===== config.mk =====
export PLATFORM = sky130hd
export DESIGN_NAME = div_nr_seq
export DESIGN_NICKNAME = d
export VERILOG_FILES = /design/src/rtl/div_pkg.sv /design/src/rtl/cond_negate_w.sv /design/src/rtl/div_nr_seq.sv
export SDC_FILE = /design/constraint.sdc
export NUM_CORES = 1
export LEC_CHECK = 0
export ABC_AREA = 1
export CORE_ASPECT_RATIO = 1.1
export CORE_MARGIN = 2
export CORE_UTILIZATION = 47
export CTS_CLUSTER_DIAMETER = 80
export CTS_CLUSTER_SIZE = 25
export DETAILED_ROUTE_END_ITERATION = 10
export PLACE_DENSITY = 0.69
export SLEW_MARGIN = 0
export SYNTH_ARGS = -nofsm -noshare
export SYNTH_HDL_FRONTEND = slang
export SYNTH_SLANG_ARGS = --single-unit

===== constraint.sdc =====
create_clock -name clock -period 4.2 [get_ports clock]
set_input_delay 1.05 -clock clock [delete_from_list [all_inputs] [get_ports clock]]
set_output_delay 1.05 -clock clock [all_outputs]
set_load 0.05 [all_outputs]

===== src/rtl/div_pkg.sv =====
// Shared types and helpers for the sequential non-restoring divider.
package div_pkg;

  typedef enum logic [1:0] {
    S_IDLE = 2'd0,
    S_ITER = 2'd1,
    S_FIX  = 2'd2,
    S_DONE = 2'd3
  } div_state_e;

  localparam logic [4:0] ADD = 5'b00000;
  localparam logic [4:0] SUB = 5'b00001;

  localparam int unsigned MAX_W = 128;

  // True when the low `width` bits of v are 100...0 (two's-complement minimum).
  function automatic logic is_most_negative(input logic [MAX_W-1:0] v, input int unsigned width);
    logic hit;
    hit = 1'b1;
    for (int unsigned i = 0; i < MAX_W; i++) begin
      if (i + 1 == width) hit = hit & v[i];
      else if (i < width) hit = hit & ~v[i];
    end
    return hit;
  endfunction

endpackage


===== src/rtl/cond_negate_w.sv =====
// Conditional two's-complement negation: out = neg ? -in : in.
module cond_negate_w #(
  parameter int unsigned WIDTH = 32
) (
  input  logic [WIDTH-1:0] in_i,
  input  logic             neg_i,
  output logic [WIDTH-1:0] out_o
);

  assign out_o = neg_i ? (~in_i + WIDTH'(1)) : in_i;

endmodule


===== src/rtl/div_nr_seq.sv =====
// Multi-cycle non-restoring divider with signed/unsigned mode, remainder,
// divide-by-zero and signed-overflow flags; results held until the next op.
module div_nr_seq
  import div_pkg::*;
#(
  parameter int unsigned WIDTH = 32
) (
  input  logic             clock,
  input  logic             reset_n,
  input  logic             ctrl_DIV,
  input  logic             ctrl_signed,
  input  logic [WIDTH-1:0] data_operandA,
  input  logic [WIDTH-1:0] data_operandB,
  output logic [WIDTH-1:0] div_result,
  output logic [WIDTH-1:0] div_remainder,
  output logic             div_busy,
  output logic             div_ready,
  output logic             div_exception,
  output logic             div_overflow
);

  localparam int unsigned CNT_W = $clog2(WIDTH + 1);

  div_state_e       state_q, state_d;
  logic [CNT_W-1:0] cnt_q, cnt_d;
  logic [WIDTH:0]   a_q, a_d;
  logic [WIDTH-1:0] q_q, q_d;
  logic [WIDTH-1:0] m_q, m_d;
  logic             qneg_q, qneg_d;
  logic             rneg_q, rneg_d;
  logic             dz_q, dz_d;
  logic             ovfp_q, ovfp_d;
  logic [WIDTH-1:0] res_q, res_d;
  logic [WIDTH-1:0] rem_q, rem_d;
  logic             exc_q, exc_d;
  logic             ovf_q, ovf_d;
  logic             busy_q, busy_d;
  logic             rdy_q, rdy_d;

  logic             neg_a, neg_b;
  logic [WIDTH-1:0] abs_a, abs_b;
  logic [WIDTH:0]   m_ext, a_sh;
  logic [WIDTH:0]   alu_a, alu_y;
  logic [4:0]       alu_op;
  logic [WIDTH-1:0] r_mag, q_fix, r_fix;

  assign neg_a = ctrl_signed & data_operandA[WIDTH-1];
  assign neg_b = ctrl_signed & data_operandB[WIDTH-1];

  cond_negate_w #(.WIDTH(WIDTH)) u_abs_a (.in_i(data_operandA), .neg_i(neg_a),  .out_o(abs_a));
  cond_negate_w #(.WIDTH(WIDTH)) u_abs_b (.in_i(data_operandB), .neg_i(neg_b),  .out_o(abs_b));
  cond_negate_w #(.WIDTH(WIDTH)) u_q_fix (.in_i(q_q),           .neg_i(qneg_q), .out_o(q_fix));
  cond_negate_w #(.WIDTH(WIDTH)) u_r_fix (.in_i(r_mag),         .neg_i(rneg_q), .out_o(r_fix));

  assign m_ext = {1'b0, m_q};
  assign a_sh  = {a_q[WIDTH-1:0], q_q[WIDTH-1]};

  // Shared WIDTH+1 adder/subtractor: iteration step in ITER, remainder restore in FIX.
  always_comb begin
    if (state_q == S_FIX) begin
      alu_a  = a_q;
      alu_op = ADD;
    end else begin
      alu_a  = a_sh;
      alu_op = a_q[WIDTH] ? ADD : SUB;
    end
    alu_y = (alu_op == SUB) ? (alu_a - m_ext) : (alu_a + m_ext);
  end

  assign r_mag = a_q[WIDTH] ? alu_y[WIDTH-1:0] : a_q[WIDTH-1:0];

  always_comb begin
    state_d = state_q;
    cnt_d   = cnt_q;
    a_d     = a_q;
    q_d     = q_q;
    m_d     = m_q;
    qneg_d  = qneg_q;
    rneg_d  = rneg_q;
    dz_d    = dz_q;
    ovfp_d  = ovfp_q;
    res_d   = res_q;
    rem_d   = rem_q;
    exc_d   = exc_q;
    ovf_d   = ovf_q;
    busy_d  = busy_q;
    rdy_d   = 1'b0;
    case (state_q)
      S_IDLE: begin
        if (ctrl_DIV) begin
          state_d = S_ITER;
          cnt_d   = '0;
          a_d     = '0;
          q_d     = abs_a;
          m_d     = abs_b;
          qneg_d  = neg_a ^ neg_b;
          rneg_d  = neg_a;
          dz_d    = (data_operandB == '0);
          ovfp_d  = ctrl_signed & is_most_negative(MAX_W'(data_operandA), WIDTH) & (&data_operandB);
          busy_d  = 1'b1;
        end
      end
      S_ITER: begin
        // Once the counter reaches WIDTH this cycle only hands over to FIX.
        if (cnt_q == CNT_W'(WIDTH)) begin
          state_d = S_FIX;
        end else begin
          a_d   = alu_y;
          q_d   = {q_q[WIDTH-2:0], ~alu_y[WIDTH]};
          cnt_d = cnt_q + CNT_W'(1);
        end
      end
      S_FIX: begin
        state_d = S_DONE;
        busy_d  = 1'b0;
        rdy_d   = 1'b1;
        if (dz_q) begin
          res_d = '0;
          rem_d = '0;
          exc_d = 1'b1;
          ovf_d = 1'b0;
        end else begin
          res_d = q_fix;
          rem_d = r_fix;
          exc_d = 1'b0;
          ovf_d = ovfp_q;
        end
      end
      S_DONE: begin
        state_d = S_IDLE;
      end
      default: begin
        state_d = S_IDLE;
      end
    endcase
  end

  always_ff @(posedge clock or negedge reset_n) begin
    if (!reset_n) begin
      state_q <= S_IDLE;
      cnt_q   <= '0;
      a_q     <= '0;
      q_q     <= '0;
      m_q     <= '0;
      qneg_q  <= 1'b0;
      rneg_q  <= 1'b0;
      dz_q    <= 1'b0;
      ovfp_q  <= 1'b0;
      res_q   <= '0;
      rem_q   <= '0;
      exc_q   <= 1'b0;
      ovf_q   <= 1'b0;
      busy_q  <= 1'b0;
      rdy_q   <= 1'b0;
    end else begin
      state_q <= state_d;
      cnt_q   <= cnt_d;
      a_q     <= a_d;
      q_q     <= q_d;
      m_q     <= m_d;
      qneg_q  <= qneg_d;
      rneg_q  <= rneg_d;
      dz_q    <= dz_d;
      ovfp_q  <= ovfp_d;
      res_q   <= res_d;
      rem_q   <= rem_d;
      exc_q   <= exc_d;
      ovf_q   <= ovf_d;
      busy_q  <= busy_d;
      rdy_q   <= rdy_d;
    end
  end

  assign div_result    = res_q;
  assign div_remainder = rem_q;
  assign div_busy      = busy_q;
  assign div_ready     = rdy_q;
  assign div_exception = exc_q;
  assign div_overflow  = ovf_q;

endmodule

After elaboration in Yosys (flattened, before gate mapping)
Index checks and enable logic that the tools add are counted.
W data, S select, Z words.
- bits of input ports: 68
- flip-flop bits (word level): 177
- logic and storage cells: 203
- output and inout port bits: 68
- bitwise logic cells: 72
- add/subtract/negate cells: 7
- muxes and demuxes: 92
- equality and inequality tests: 8
- reductions and logical operators: 9
- operators with widths (kind ; number):
    $mux W32 ; 9
    $mux W33 ; 4
    $add A32 B1 Y32 const B ; 4
    $not A32 Y32 ; 4
    $mux W1 ; 70
    $pmux W33 S2 ; 1
    $pmux W32 S2 ; 1
    $and A1 B1 Y1 ; 35
    $add A33 B32 Y33 ; 1
    $sub A33 B32 Y33 ; 1
    $logic_not A32 Y1 ; 1
    $not A1 Y1 ; 32
    $reduce_and A32 Y1 ; 1
    $mux W6 ; 2
    $pmux W6 S2 ; 1
    $pmux W2 S4 ; 1
    $add A6 B1 Y6 const B ; 1
    $eq A6 B6 Y1 const B ; 1
    $ne A2 B2 Y1 const B ; 3
    $reduce_and A2 Y1 ; 3
    $eq A5 B1 Y1 const B ; 1
    $eq A2 B2 Y1 const B ; 2
    $mux W2 ; 2
    $reduce_bool A2 Y1 ; 2
    5 further kinds ; 5

Depth between registers and ports, before layout
- depth after elaboration: 98
- mapped depth: 33
- depth with buffers taken out: 32

Modules after synthesis
Synthesis repeated with hierarchy kept, for this count alone.
- cell total of the unflattened synthesis: 2377
- area total of the unflattened synthesis: 15414.8 sq um
- by module, submodules not included (module ; times used ; seq. area each (sq um) ; cells an instance ; area each (sq um)):
    div_nr_seq ; 1 ; 4429.2 ; 1469 ; 10980.5
    cond_negate_w ; 4 ; 0.0 ; 227 ; 1108.6

Worst setup path after synthesis
Ideal clock, no wire load.
- kind: reg-to-reg
- from: register state_q[0]
- to: register rem_q[30], in the netlist div_remainder[30]
- library setup time: 118 ps
- buffers on the path: 2
- arrival: 3396 ps
- cell stages (with the launch flop): 25
- slack: 686 ps
- period minus slack after synthesis: 3514 ps
- data required time: 4082 ps
- cell sequence: dfrtp_1 > inv_1 > ha_1 > clkbuf_1 > buf_2 > nand2_1 > o21ai_0 > ha_1 > inv_1 > fa_1 > o21ai_2 > ha_1 > inv_1 > nor2_1 > nand2_1 > nor2_2 > nand3_2 > nor2_2 > nand3_2 > nor2_2 > nand2_1 > nand2_2 > nand3_1 > nand3_1 > nand2_1
- longest elaborated chain between the ends: 9
- elaborated cells between the ends (all ways): 12
- classes of those cells: add/sub: 3; eq/ne: 2; mux: 6; bitwise: 1
- ends and longest elaborated chain (element ; RTL line ; source):
    start: declaration ; div_nr_seq.sv:24 ; div_state_e state_q, state_d;
    start signal: assignment ; div_nr_seq.sv:156 ; state_q <= state_d;
    $eq A2 B2 Y1 (*) ; div_nr_seq.sv:60, div_nr_seq.sv:88 ;
    $mux W33 or $mux W1 (tied branches) ; div_nr_seq.sv:60 ; if (state_q == S_FIX) begin
    $add A33 B32 Y33, or another cell as far along ; div_nr_seq.sv:67 ; alu_y = (alu_op == SUB) ? (alu_a - m_ext) : (alu_a + m_ext);
    $mux W33 ; div_nr_seq.sv:67 ;
    $mux W32 ; div_nr_seq.sv:70 ; assign r_mag = a_q[WIDTH] ? alu_y[WIDTH-1:0] : a_q[WIDTH-1:0];
    $not A32 Y32 ; cond_negate_w.sv:10 ; assign out_o = neg_i ? (~in_i + WIDTH'(1)) : in_i;
    $add A32 B1 Y32 ; cond_negate_w.sv:10 ;
    $mux W32 ; cond_negate_w.sv:10 ;
    $mux W32 ; div_nr_seq.sv:117 ; if (dz_q) begin
    end signal: assignment ; div_nr_seq.sv:166 ; rem_q <= rem_d;
    end: declaration ; div_nr_seq.sv:34 ; logic [WIDTH-1:0] rem_q, rem_d;
Every way passes the cells marked *; elsewhere a longest branch is shown, timed or not.
A chain may end at the register's enable or synchronous reset.

Final worst setup path
- from: register m_q[4]
- to: register rem_q[31], in the netlist div_remainder[31]
- longest elaborated chain between the ends: 7
- elaborated cells between the ends (all ways): 8
- classes of those cells: add/sub: 3; mux: 4; bitwise: 1
- ends and longest elaborated chain (element ; RTL line ; source):
    start: declaration ; div_nr_seq.sv:28 ; logic [WIDTH-1:0] m_q, m_d;
    start signal: assignment ; div_nr_seq.sv:160 ; m_q <= m_d;
    $add A33 B32 Y33 or $sub A33 B32 Y33 (tied branches) ; div_nr_seq.sv:67 ;
    $mux W33 (*) ; div_nr_seq.sv:67 ;
    $mux W32 (*) ; div_nr_seq.sv:70 ;
    $not A32 Y32 ; cond_negate_w.sv:10 ;
    $add A32 B1 Y32 ; cond_negate_w.sv:10 ;
    $mux W32 (*) ; cond_negate_w.sv:10 ;
    $mux W32 (*) ; div_nr_seq.sv:117 ;
Marks and branches as above.

==> impl_metrics.py <==
metrics = {
    "layout": {
        "utilization_pct": 59.93,
        "fin_nets": 2503,
        "drive_gt1_share_pct": 14.98,
        "regArea_um2": 4429,
        "multi_input_area_um2": 9135,
        "nFillCells": 2841,
        "insertedDiodeCount": 0,
        "area_growth_pct": 25.13,
        "finish.instance_area_um2": 17770,
    },
    "yosys": {
        "synth_xor_area_share_pct": 4.503,
        "synth.top_cell.area_share_pct": 31.19,
        "synth_top_family_by_area": "simple AND/OR/NAND/NOR gates",
        "synth_most_common_cell": "nand2_1",
        "synthFlopType": "dfrtp_1",
        "synth_top_cell_by_area": "dfrtp_1",
        "synthTopCellsByCount": "nand2_1 (659), inv_1 (284), o21ai_0 (240)",
        "synth_area_leaders": "dfrtp_1 (31%), nand2_1 (17%), o21ai_0 (8.5%), inv_1 (7.5%), nand3_1 (5.5%)",
        "synth_warnings": 0,
        "syn_nets": 2337,
        "yosysUniqueCellTypes": 48,
        "synth.avg_cell_area_um2": 6.384,
        "synthAdderAreaFrac_pct": 4.018,
        "synthMuxAreaShare_pct": 0,
        "synthArstFlopShare_pct": 100.0,
        "synth-seq-area-share_pct": 31.19,
        "synthSimpleGateAreaFrac_pct": 34.09,
        "synthCells": 2224,
        "synth_seq_cells": 177,
        "synth_compound_area_share_pct": 16.15,
        "netlist_area_um2": 14200,
        "synth_edf_count": 0,
    },
    "critical_path": {
        "worstReg2RegStart": "m_q[4]$_DFFE_PN0P_",
        "cp-end-kind": "flop",
        "cp_slowest_cell": "dfrtp_1",
        "path_max_fanout": 5,
        "crit_top_cell": "nand2_2",
        "cp-start-kind": "flop",
        "worstSetupPathType": "reg -> reg",
        "worstPathRequired_ns": 4.55,
        "critPathLaunch": "m_q[4]$_DFFE_PN0P_",
        "arrival_ns": 4.32,
        "max_stage_delay_ns": 0.40,
    },
    "global_routing": {
        "track_usage_pct": 30.55,
        "grt_pass1_vias": 14570,
        "grt_overflow": 0,
        "grt_pass1_wl_mm": 75.30,
        "grt_max_degree": 92,
        "antenna_found_initial": 0,
    },
    "floorplanning": {
        "die-width_um": 169.7,
        "die_y_um": 186.3,
        "fp.dieArea_um2": 31620,
        "fp-row-count": 66,
        "initial_core_util_pct": 47.89,
        "core_um2": 29650,
        "num_io_pins": 136,
    },
    "route": {
        "drc": 0,
        "firstDrtPassIters": 6,
        "wl_per_cell_um": 17.29,
        "ant_nets": 0,
        "drt_wl_total_mm": 48.01,
        "drt_iter0_drc": 1279,
        "vias": 15200,
        "viasPerCell": 5.472,
    },
    "placement": {
        "place_congestion": 1.026,
        "dp_hpwl_mm": 36.43,
        "placed_cell_area_um2": 16280,
        "portBuffers": 135,
    },
    "timing": {
        "hold_viol": 0,
        "relSlewSlack_pct": 36.02,
        "fmax_ghz": 0.2519,
        "tightest_slew_ns": 0.9538,
        "setup_viol": 0,
        "fin_crit_sh_pct": 94.52,
        "rsz0062_at_grt": "yes",
        "period_needed_ns": 3.970,
        "holdWs_ns": 0.4803,
        "finClkSkew_ns": 0.01790,
        "drv_slew": 0,
    },
    "cts": {
        "clk_pin_slew_ns": 0.08,
        "cts_buffer_depth": 2,
        "tritoncts": "yes",
        "clock_latency_ns": 0.46,
        "numCtsBuffers": 17,
        "h-tree-depth": 4,
        "hold_buffers": 0,
        "cts_num_sinks": 177,
        "root_buffer": "clkbuf_16",
    },
    "hold_path": {
        "min-delay-start": "div_remainder[22]$_DFFE_PN0P_",
        "hp-class": "reg -> reg",
    },
    "job": {
        "maxCapViolCount": 0,
    },
    "status": {
        "status": "completed",
    },
}
## cells by family (layout without fill, tap and decap cells)
family                     after synthesis  after routing
AOI/OAI and AO/OA                      424            424
xor gates and xnor gates                73             73
adders and majority gates               45             45
buffers and inverters                  373            552
DFF                                    177            177
and+or+nand+nor                       1132           1132
## flip-flops by register name, summed over array words and instances (netlist names)
register,cells
div_overflow,1
dz_q,1
div_exception,1
div_busy,1
cnt_q,6
state_q,2
ovfp_q,1
rneg_q,1
a_q,33
q_q,32
div_ready,1
div_remainder,32
m_q,32
qneg_q,1
div_result,32
## per-stage QoR
step                      setup WS (ns)  setup TNS [ns]  cells
after floorplan                  0.6860               0   2224
after global placement          0.03023               0   2728
after detailed placement       -0.02074        -0.02074   2728
after CTS                      0.009296               0   2760
after global routing           -0.08832         -0.6071   2777
final                            0.2300               0   2777
## path summary, 6_finish.rpt
check                                                 to  slack, ns  cells past startpoint
setup / recovery           div_remainder[31]$_DFFE_PN0P_       0.23                     30
hold / removal             div_remainder[22]$_DFFE_PN0P_       0.48                      2
setup reg to reg           div_remainder[31]$_DFFE_PN0P_       0.23                     30
hold reg to reg            div_remainder[22]$_DFFE_PN0P_       0.48                      2
max in group asynchronous  div_remainder[12]$_DFFE_PN0P_       2.55                      2
min in group asynchronous            a_q[28]$_DFFE_PN0P_       0.66                      1
## routing by layer
metal	vias to the layer above	track usage [%]	wire (um)
li1	7517	-	-
met1	7080	37.56	20010
met2	482	53.04	23580
met3	118	3.174	1980
met4	0	16.48	2438
met5	-	0	0
## placed cells by master, fill, tap and decap left out, drive strengths merged
cell,count
and3,1
or2,7
a21oi,98
o21a,3
nor4,10
o211ai,22
nor2,195
a221o,1
a21boi,1
clkdlybuf4s50,134
o21bai,2
dfrtp,177
nand2,680
and2,1
nor3b,2
nand3b,6
o31ai,6
fa,1
clkbuf,21
nor3,33
xnor2,15
xor2,58
a31oi,4
o221ai,1
o22ai,15
nand3,167
a41oi,1
ha,44
a211oi,2
a32o,3
o21ai,263
inv,305
clkinvlp,2
o41ai,2
nand4,30
buf,85
clkinv,5
## worst max-delay path: cells and delay by family, from the launching register on
family / cells / cell delay (ns)
buffers and inverters: 1 / 0.06
adder cells (fa/ha/maj): 1 / 0.29
AO/OA/AOI/OAI: 4 / 0.34
AND/OR/NAND/NOR: 23 / 2.45
flip-flops: 1 / 0.40
XOR/XNOR: 1 / 0.34
## final cells by class
cell class / count / share of cell area, %
multi-input cells: 1674 / 51.42
flip-flops and latches: 177 / 24.93
repair buffers: 220 / 11.45
inverters: 300 / 6.352
well taps: 374 / 2.634
clock buffers: 20 / 2.570
clock inverters: 12 / 0.6479
## what timing repair did
| action | in CTS | in global routing |
|---|---|---|
| buffers inserted | 0 | 17 |
| endpoints found under the setup margin | 3 | 20 |
| gates resized for setup | 6 | 204 |
| pin swaps | 1 | 65 |
Power is left out: the tool's default activity adds up to more than one toggle a clock period on the data nets, which glitch-free logic cannot reach.
